**config.mk**
```make
export PLATFORM = sky130hd
export DESIGN_NAME = ethz_cpa_seq_flat
export DESIGN_NICKNAME = d
export VERILOG_FILES = /design/src/rtl/ethz_cpa_seq_if.sv /design/src/rtl/ethz_cpa_seq.sv /design/src/flat_wrapper.sv
export SDC_FILE = /design/constraint.sdc
export NUM_CORES = 1
export LEC_CHECK = 0
export ABC_AREA = 1
export CAP_MARGIN = 10
export CORE_MARGIN = 2
export CORE_UTILIZATION = 55
export DETAILED_ROUTE_END_ITERATION = 12
export GPL_ROUTABILITY_DRIVEN = 0
export PLACE_DENSITY = 0.85
export SETUP_SLACK_MARGIN = 0.5
export SYNTH_ARGS = -nofsm -noshare
export SYNTH_HDL_FRONTEND = slang
export SYNTH_SLANG_ARGS = --single-unit
```
**constraint.sdc**
```tcl
create_clock -name clk_i -period 4.76 [get_ports clk_i]
set_input_delay 0.714 -clock clk_i [delete_from_list [all_inputs] [get_ports clk_i]]
set_output_delay 0.714 -clock clk_i [all_outputs]
set_load 0.01 [all_outputs]
```
**src/rtl/ethz_cpa_seq_if.sv**
```systemverilog
// rtl/ethz_cpa_seq_if.sv - operand/result handshake bundle for the sequential carry-propagate adder
interface ethz_cpa_seq_if #(
  parameter int WIDTH = 32
);
  logic [WIDTH-1:0] c_i;
  logic [WIDTH-1:0] s_i;
  logic             valid_i;
  logic             ready_o;
  logic [WIDTH-1:0] sum_o;
  logic             cout_o;
  logic             valid_o;
  logic             ready_i;
  logic             busy_o;

  modport slave (
    input  c_i, s_i, valid_i, ready_i,
    output ready_o, sum_o, cout_o, valid_o, busy_o
  );

  modport master (
    output c_i, s_i, valid_i, ready_i,
    input  ready_o, sum_o, cout_o, valid_o, busy_o
  );
endinterface

```
**src/rtl/ethz_cpa_seq.sv**
```systemverilog
// rtl/ethz_cpa_seq.sv - resolves a carry-save pair into a binary sum, one CHUNK-bit slice per cycle
module ethz_cpa_seq #(
  parameter int WIDTH = 32,
  parameter int CHUNK = 8
) (
  input  logic          clk_i,
  input  logic          rst_i,
  ethz_cpa_seq_if.slave bus
);
  localparam int NCH  = WIDTH / CHUNK;
  localparam int IDXW = (NCH > 1) ? $clog2(NCH) : 1;
  localparam int SHW  = (WIDTH > 1) ? $clog2(WIDTH) : 1;
  localparam logic [IDXW-1:0] LAST_IDX = IDXW'(NCH - 1);

  if ((WIDTH % CHUNK) != 0) begin : g_bad_chunk
    $error("ethz_cpa_seq: CHUNK must divide WIDTH exactly");
  end

  typedef enum logic [1:0] {
    IDLE,
    ADD,
    DONE
  } state_e;

  state_e           state_q, state_d;
  logic [WIDTH-1:0] c_q, c_d;
  logic [WIDTH-1:0] s_q, s_d;
  logic [WIDTH-1:0] sum_q, sum_d;
  logic [IDXW-1:0]  idx_q, idx_d;
  logic             cy_q, cy_d;
  logic             cout_q, cout_d;
  logic [SHW-1:0]   shamt;
  logic [CHUNK:0]   slice_sum;

  // Bit offset of the slice being resolved this cycle.
  assign shamt     = SHW'(idx_q * CHUNK);
  assign slice_sum = {1'b0, c_q[shamt +: CHUNK]} + {1'b0, s_q[shamt +: CHUNK]}
                   + (CHUNK+1)'(cy_q);

  always_comb begin
    state_d = state_q;
    c_d     = c_q;
    s_d     = s_q;
    sum_d   = sum_q;
    idx_d   = idx_q;
    cy_d    = cy_q;
    cout_d  = cout_q;
    case (state_q)
      IDLE: begin
        if (bus.valid_i) begin
          c_d     = bus.c_i;
          s_d     = bus.s_i;
          cy_d    = 1'b0;
          idx_d   = '0;
          state_d = ADD;
        end
      end
      ADD: begin
        sum_d[shamt +: CHUNK] = slice_sum[CHUNK-1:0];
        cy_d                  = slice_sum[CHUNK];
        if (idx_q == LAST_IDX) begin
          cout_d  = slice_sum[CHUNK];
          idx_d   = '0;
          state_d = DONE;
        end else begin
          idx_d = idx_q + 1'b1;
        end
      end
      DONE: begin
        if (bus.ready_i) begin
          state_d = IDLE;
        end
      end
      default: state_d = IDLE;
    endcase
  end

  always_ff @(posedge clk_i or posedge rst_i) begin
    if (rst_i) begin
      state_q <= IDLE;
      c_q     <= '0;
      s_q     <= '0;
      sum_q   <= '0;
      idx_q   <= '0;
      cy_q    <= 1'b0;
      cout_q  <= 1'b0;
    end else begin
      state_q <= state_d;
      c_q     <= c_d;
      s_q     <= s_d;
      sum_q   <= sum_d;
      idx_q   <= idx_d;
      cy_q    <= cy_d;
      cout_q  <= cout_d;
    end
  end

  assign bus.ready_o = (state_q == IDLE);
  assign bus.valid_o = (state_q == DONE);
  assign bus.busy_o  = (state_q != IDLE);
  assign bus.sum_o   = sum_q;
  assign bus.cout_o  = cout_q;
endmodule
```
**src/flat_wrapper.sv**
```systemverilog
// flat-port wrapper written by rule: the top's interface ports become plain ports
module ethz_cpa_seq_flat 
#(
  parameter int WIDTH = 32,
  parameter int CHUNK = 8
)
  (clk_i, rst_i, bus_c_i, bus_s_i, bus_valid_i, bus_ready_i, bus_ready_o, bus_sum_o, bus_cout_o, bus_valid_o, bus_busy_o);
  ethz_cpa_seq_if #(.WIDTH(WIDTH)) bus_i ();
  input  logic clk_i;
  input  logic rst_i;
  input wire logic [$bits(bus_i.c_i)-1:0] bus_c_i;
  input wire logic [$bits(bus_i.s_i)-1:0] bus_s_i;
  input wire logic [$bits(bus_i.valid_i)-1:0] bus_valid_i;
  input wire logic [$bits(bus_i.ready_i)-1:0] bus_ready_i;
  output wire logic [$bits(bus_i.ready_o)-1:0] bus_ready_o;
  output wire logic [$bits(bus_i.sum_o)-1:0] bus_sum_o;
  output wire logic [$bits(bus_i.cout_o)-1:0] bus_cout_o;
  output wire logic [$bits(bus_i.valid_o)-1:0] bus_valid_o;
  output wire logic [$bits(bus_i.busy_o)-1:0] bus_busy_o;
  assign bus_i.c_i = bus_c_i;
  assign bus_i.s_i = bus_s_i;
  assign bus_i.valid_i = bus_valid_i;
  assign bus_i.ready_i = bus_ready_i;
  assign bus_ready_o = bus_i.ready_o;
  assign bus_sum_o = bus_i.sum_o;
  assign bus_cout_o = bus_i.cout_o;
  assign bus_valid_o = bus_i.valid_o;
  assign bus_busy_o = bus_i.busy_o;
  ethz_cpa_seq #(.WIDTH(WIDTH), .CHUNK(CHUNK)) u_core (.clk_i(clk_i), .rst_i(rst_i), .bus(bus_i));
endmodule
```
==> results.toml, run 1 <==
[global_routing]
globalRouteTotalUtil = 0.243
antenna_found_initial = 0
grt_overflow_total = 0
grt_max_degree = 68
grt_pass1_vias = 3941
grt_pass1_wl_um = 18900

[synthesis]
yosys-top-cells-area = "dfrtp_1, mux2_2, mux2_4"
syn_nets = 540
synth_top_cell_by_area = "dfrtp_1"
synth_top_cell_area_share = 0.521
syn-instance-count = 457
yosysSeqAreaShare = 0.521
yosysUniqueCellTypes = 32
ys_seq_elements = 102
yosys_warnings = 0
syn_avg_cell_area_sq_um = 10.7
synthesis.area_sq_mm = 0.00489

[power]
p_leak_nw = 2.86
power.density_mw_per_mm2 = 772
power_mw = 4.78
peakVddDrop_mv = 0.434

[critical_path]
crit_path_max_fanout = 20
crit_type = "reg -> reg"
cp.arrival_ns = 3.66
worst_setup_path_start_kind = "register"
reg2reg_setup_slack_ns = 1.42
reg2regPathDepth = 11
r2r_start = "u_core.idx_q[1]"
critPathRequiredTime_ns = 5.07
critPathCaptureType = "register"
r2r-end = "u_core.bus.sum_o[12]"
startpoint = "u_core.idx_q[1]"
crit_end = "u_core.bus.sum_o[12]"

[floorplanning]
fp.dieW_um = 98.3
die-area_sq_mm = 0.00967
initial_core_util = 0.564
core_area_sq_mm = 0.00868
ios = 104
die-height_um = 98.3
std_cell_rows = 34

[status]
outcome = "complete, no violations"

[clock_network]
cts_hold_buf = 0
clock_sinks = 102
htree_levels = 3
ctsLongestPathBuffers = 2
numCtsBuffers = 9
cts.clk_slew.worst_paths_ns = 0.10
post-cts-setup-buffer-count = 0
cts_resized = 0
cts_root_buf = "clkbuf_8"
cts_tree = "done"
clk_latency_ns = 0.37

[drt]
drc = 0
vias = 3735
wl_met3_um = 702
vias_per_cell = 5.58
drt-pass1-iter-count = 4
drtAntennaViolNets = 0
post_drt_wl_per_cell_um = 16.8
met2_length_um = 5570
met1_length_um = 4800
first_iter_violations = 235
drt-total-wl_um = 11300
top_layer = "met4"

[worst_hold_path]
min_path_type = "reg -> reg"
holdPathStages = 2

[place]
place_area_sq_mm = 0.00599
dpl.cell_count = 653
dp_hpwl_um = 8150
port_buffers = 103
dp_slack_ns = 1.53

[timing]
fmax_mhz = 299
setup_slack_ns = 1.42
worst_pin_slew_ns = 0.981
post-route-period-util = 0.702
rsz0062_at_grt = "false"
skew_ns = 0.0130
slew_headroom = 0.346
period_needed_ns = 3.34
drv_slew = 0
finalHoldViolations = 0
hold-worst-slack_ns = 0.495
setup_viol = 0
tns_ns = 0

[layout]
syn_to_final_growth_pct = 26.5
final_cells = 669
fin_nets = 639
mostFrequentLayoutCell = "clkdlybuf4s50_1"
final_cell_mix = "clkdlybuf4s50_1, dfrtp_1, nand2_1, o21ai_0, nor2_1"
seqCellArea_sq_mm = 0.00255
fin_area_sq_mm = 0.00619
layout-drive-gt1-share = 0.169
utilization = 0.714
fillers = 630
multi_input_area_sq_mm = 0.00215
diodes = 0

[job]
drv_cap = 0
-- critical path, stage by stage, from the launching register on --
cell and delay, ns:
dfrtp_1 0.79, inv_1 0.49, o21ai_0 0.20, o22ai_1 0.11, fa_1 0.45, fa_1 0.42
nand2_1 0.07, nand2_1 0.06, and2_1 0.15, xor2_1 0.27, nand4_1 0.15, nand2_1 0.10
-- flip-flops by register name (all words and copies together) (netlist names) --
name               cells
u_core.bus.sum_o      32
u_core.c_q            32
u_core.s_q            32
u_core.idx_q           2
u_core.state_q         2
u_core.bus.cout_o      1
u_core.cy_q            1
-- power by group --
part	internal [mW]	total, mW	switching [mW]
clock	0.249	0.560	0.311
sequential	1.26	1.57	0.309
combinational	1.19	2.65	1.46
total	2.70	4.78	2.08
-- cell usage after synthesis, drive strengths merged --
library cell and number:
nor4 1, dfrtp 102, and2 1, a21oi 3, nand4 8, nand3 17
xnor2 1, clkbuf 8, nor2 44, o31ai 1, o22ai 16, a22o 4
mux2 64, or2 1, nand2 84, xor2 2, ha 13, o21ai 47
buf 10, clkinv 2, inv 24, fa 2, nand3b 2
-- metal layers --
metal / vias up / global-route usage
met1: 1836 / 0.325
li1: 1750 / -
met3: 19 / 0.0587
met4: 0 / 0.0854
met2: 130 / 0.389
met5: - / 0
-- area by class of cell --
| cell class | count | area share |
|---|---|---|
| Inverter | 26 | 0.0162 |
| Timing Repair Buffer | 106 | 0.170 |
| Clock inverter | 7 | 0.0125 |
| Tap cell | 108 | 0.0218 |
| Clock buffer | 9 | 0.0200 |
| Sequential cell | 102 | 0.412 |
| Multi-Input combinational cell | 311 | 0.347 |
-- how the worst min path moves through the flow --
stage / start / to / slack (ns)
floorplan: u_core.s_q[16] / u_core.s_q[16] / 0.47
global placement: u_core.bus.sum_o[15] / u_core.bus.sum_o[15] / 0.46
detailed placement: u_core.bus.sum_o[15] / u_core.bus.sum_o[15] / 0.47
CTS: u_core.bus.sum_o[27] / u_core.bus.sum_o[27] / 0.50
global route: u_core.s_q[13] / u_core.s_q[13] / 0.52
finish: u_core.bus.sum_o[15] / u_core.bus.sum_o[15] / 0.49
-- logic make-up after synthesis --
family          count (synthesis)  synth area share
compound gates                 71            0.0803
xor+xnor                        3           0.00537
fa+ha+maj                      15            0.0414
buf+inv                        44            0.0409
flops                         102             0.521
mux                            64             0.168
simple gates                  158             0.143
Note: power is estimated with default switching activity, not from simulation.
==> run 2: changes to the inputs <==
--- a/config.mk
+++ b/config.mk
@@ -8,10 +8,10 @@
 export ABC_AREA = 1
 export CAP_MARGIN = 10
 export CORE_MARGIN = 2
-export CORE_UTILIZATION = 55
+export CORE_UTILIZATION = 51
 export DETAILED_ROUTE_END_ITERATION = 12
 export GPL_ROUTABILITY_DRIVEN = 0
-export PLACE_DENSITY = 0.85
+export PLACE_DENSITY = 0.8
 export SETUP_SLACK_MARGIN = 0.5
 export SYNTH_ARGS = -nofsm -noshare
 export SYNTH_HDL_FRONTEND = slang
==> constraint.sdc (replaced) <==
create_clock -name clk_i -period 3.4 [get_ports clk_i]
set_input_delay 0.51 -clock clk_i [delete_from_list [all_inputs] [get_ports clk_i]]
set_output_delay 0.51 -clock clk_i [all_outputs]
set_load 0.01 [all_outputs]
==> run 2 against run 1 <==
Sequential power rose by 36%. Worst hold slack got worse by 0.0035 ns. Utilization fell by 3.7 points. Register-to-register slack worse by 0.65 ns. Critical path depth is 3 higher. Largest cell class unchanged. Global-route usage down 1.2 points.
==> results.toml, run 2 (synthesized netlist as in run 1, its figures left out) <==
[timing]
setup_viol = 0
period_needed_ns = 2.64
drv_slew = 0
slew_headroom = 0.349
rsz0062_at_grt = "false"
finalHoldViolations = 0
fmax_mhz = 379
worst_pin_slew_ns = 0.977
tns_ns = 0
post-route-period-util = 0.776
skew_ns = 0.0128

[power]
switching_share = 0.434
peakVddDrop_mv = 0.497
p_int_mw = 3.81
sequentialPowerShare = 0.318
p_switching_mw = 2.92
combPwrFrac = 0.571
power.density_mw_per_mm2 = 1070
p_clk_frac = 0.111
power_mw = 6.72
p_leak_nw = 2.89

[critical_path]
crit_path_max_fanout = 10
cp.arrival_ns = 2.96
critPathCaptureType = "register"
crit_type = "reg -> reg"
worst_setup_path_start_kind = "register"
critPathRequiredTime_ns = 3.72

[global_routing]
grt_pass1_wl_um = 18600
globalRouteTotalUtil = 0.231
grt_max_degree = 68
grt_overflow_total = 0
grt_pass1_vias = 3818
antenna_found_initial = 0

[floorplanning]
ios = 104
std_cell_rows = 35
die-area_sq_mm = 0.0104
initial_core_util = 0.527
fp.dieW_um = 102
core_area_sq_mm = 0.00928
die-height_um = 102

[layout]
mostFrequentLayoutCell = "clkdlybuf4s50_1"
syn_to_final_growth_pct = 28.3
final_cell_mix = "clkdlybuf4s50_1, dfrtp_1, nand2_1, o21ai_0, nor2_1"
diodes = 0
layout-drive-gt1-share = 0.183
fin_nets = 645
fillers = 721

[clock_network]
cts_root_buf = "clkbuf_8"
cts.clk_slew.worst_paths_ns = 0.10
clock_sinks = 102
htree_levels = 3
ctsLongestPathBuffers = 2
cts_hold_buf = 0
numCtsBuffers = 9
clk_latency_ns = 0.37
cts_tree = "done"

[place]
port_buffers = 103
dp_hpwl_um = 8360

[drt]
vias = 3771
vias_per_cell = 5.42
post_drt_wl_per_cell_um = 16.3
drt-pass1-iter-count = 4
first_iter_violations = 236
drt-total-wl_um = 11400
drc = 0
drtAntennaViolNets = 0

[worst_hold_path]
min_path_type = "reg -> reg"

[status]
outcome = "complete, no violations"

[job]
drv_cap = 0
run 2: power by group through the flow:
stage	clock network (mW)	logic, mW	registers, mW
finish	0.745	3.84	2.14
CTS	0.749	3.76	2.14
floorplan	0	2.65	2.08
detailed placement	0	3.75	2.16
global route	0.801	4.24	2.19
global placement	0	3.59	2.14
run 2: metrics by stage:
step                      hold WS [ns]  setup slack, ns  instances  instance area [sq um]  utilization
after floorplan                  0.474            0.664        457                   4900            -
after global placement           0.467            0.606        678                   6060        0.653
after detailed placement         0.466            0.327        678                   6060        0.653
after CTS                        0.490            0.614        694                   6260        0.674
after global routing             0.504            0.599        696                   6280        0.676
final                            0.491            0.763        696                   6280        0.676
run 2: final timing paths:
check / slack (ns) / start / cells past startpoint / end
setup / recovery: 0.76 / u_core.idx_q[0] / 14 / u_core.bus.sum_o[14]
hold / removal: 0.49 / u_core.bus.sum_o[23] / 2 / u_core.bus.sum_o[23]
setup reg to reg: 0.76 / u_core.idx_q[0] / 14 / u_core.bus.sum_o[14]
hold reg to reg: 0.49 / u_core.bus.sum_o[23] / 2 / u_core.bus.sum_o[23]
max in group asynchronous: 2.21 / rst_i / 3 / u_core.bus.sum_o[22]
min in group asynchronous: 0.50 / rst_i / 2 / u_core.state_q[1]
run 2: layout make-up:
cell class,count,area [sq um],area share
sequential,102,2550,0.407
multi-input combinational,311,2160,0.343
timing repair buffer,112,1110,0.177
tap,129,161,0.0257
clock buffer,11,151,0.0241
inverter,26,103,0.0163
clock inverter,5,42.5,0.00677
run 2: routing by layer:
layer | track usage | vias up | routed length, um
met1 | 0.307 | 1834 | 4970
met5 | 0 | - | 0
li1 | - | 1765 | -
met3 | 0.0404 | 26 | 634
met2 | 0.376 | 146 | 5440
met4 | 0.101 | 0 | 319
run 2: worst max-delay path, cell delays in order (launching register included):
cell	delay [ns]
dfrtp_2	0.44
buf_4	0.17
o21ai_0	0.18
o22ai_1	0.14
fa_1	0.46
fa_1	0.43
nand2_1	0.08
nand2_1	0.06
nand3_1	0.08
nand2_1	0.06
nand2_1	0.09
nand3_1	0.08
nor2_1	0.14
nand2_1	0.08
nand2_1	0.07
run 2: repair_timing:
item / CTS / global route
hold endpoints to repair: 0 / 0
gates resized for setup: 2 / 1
setup endpoints to repair: 9 / 7
buffers inserted: 0 / 2
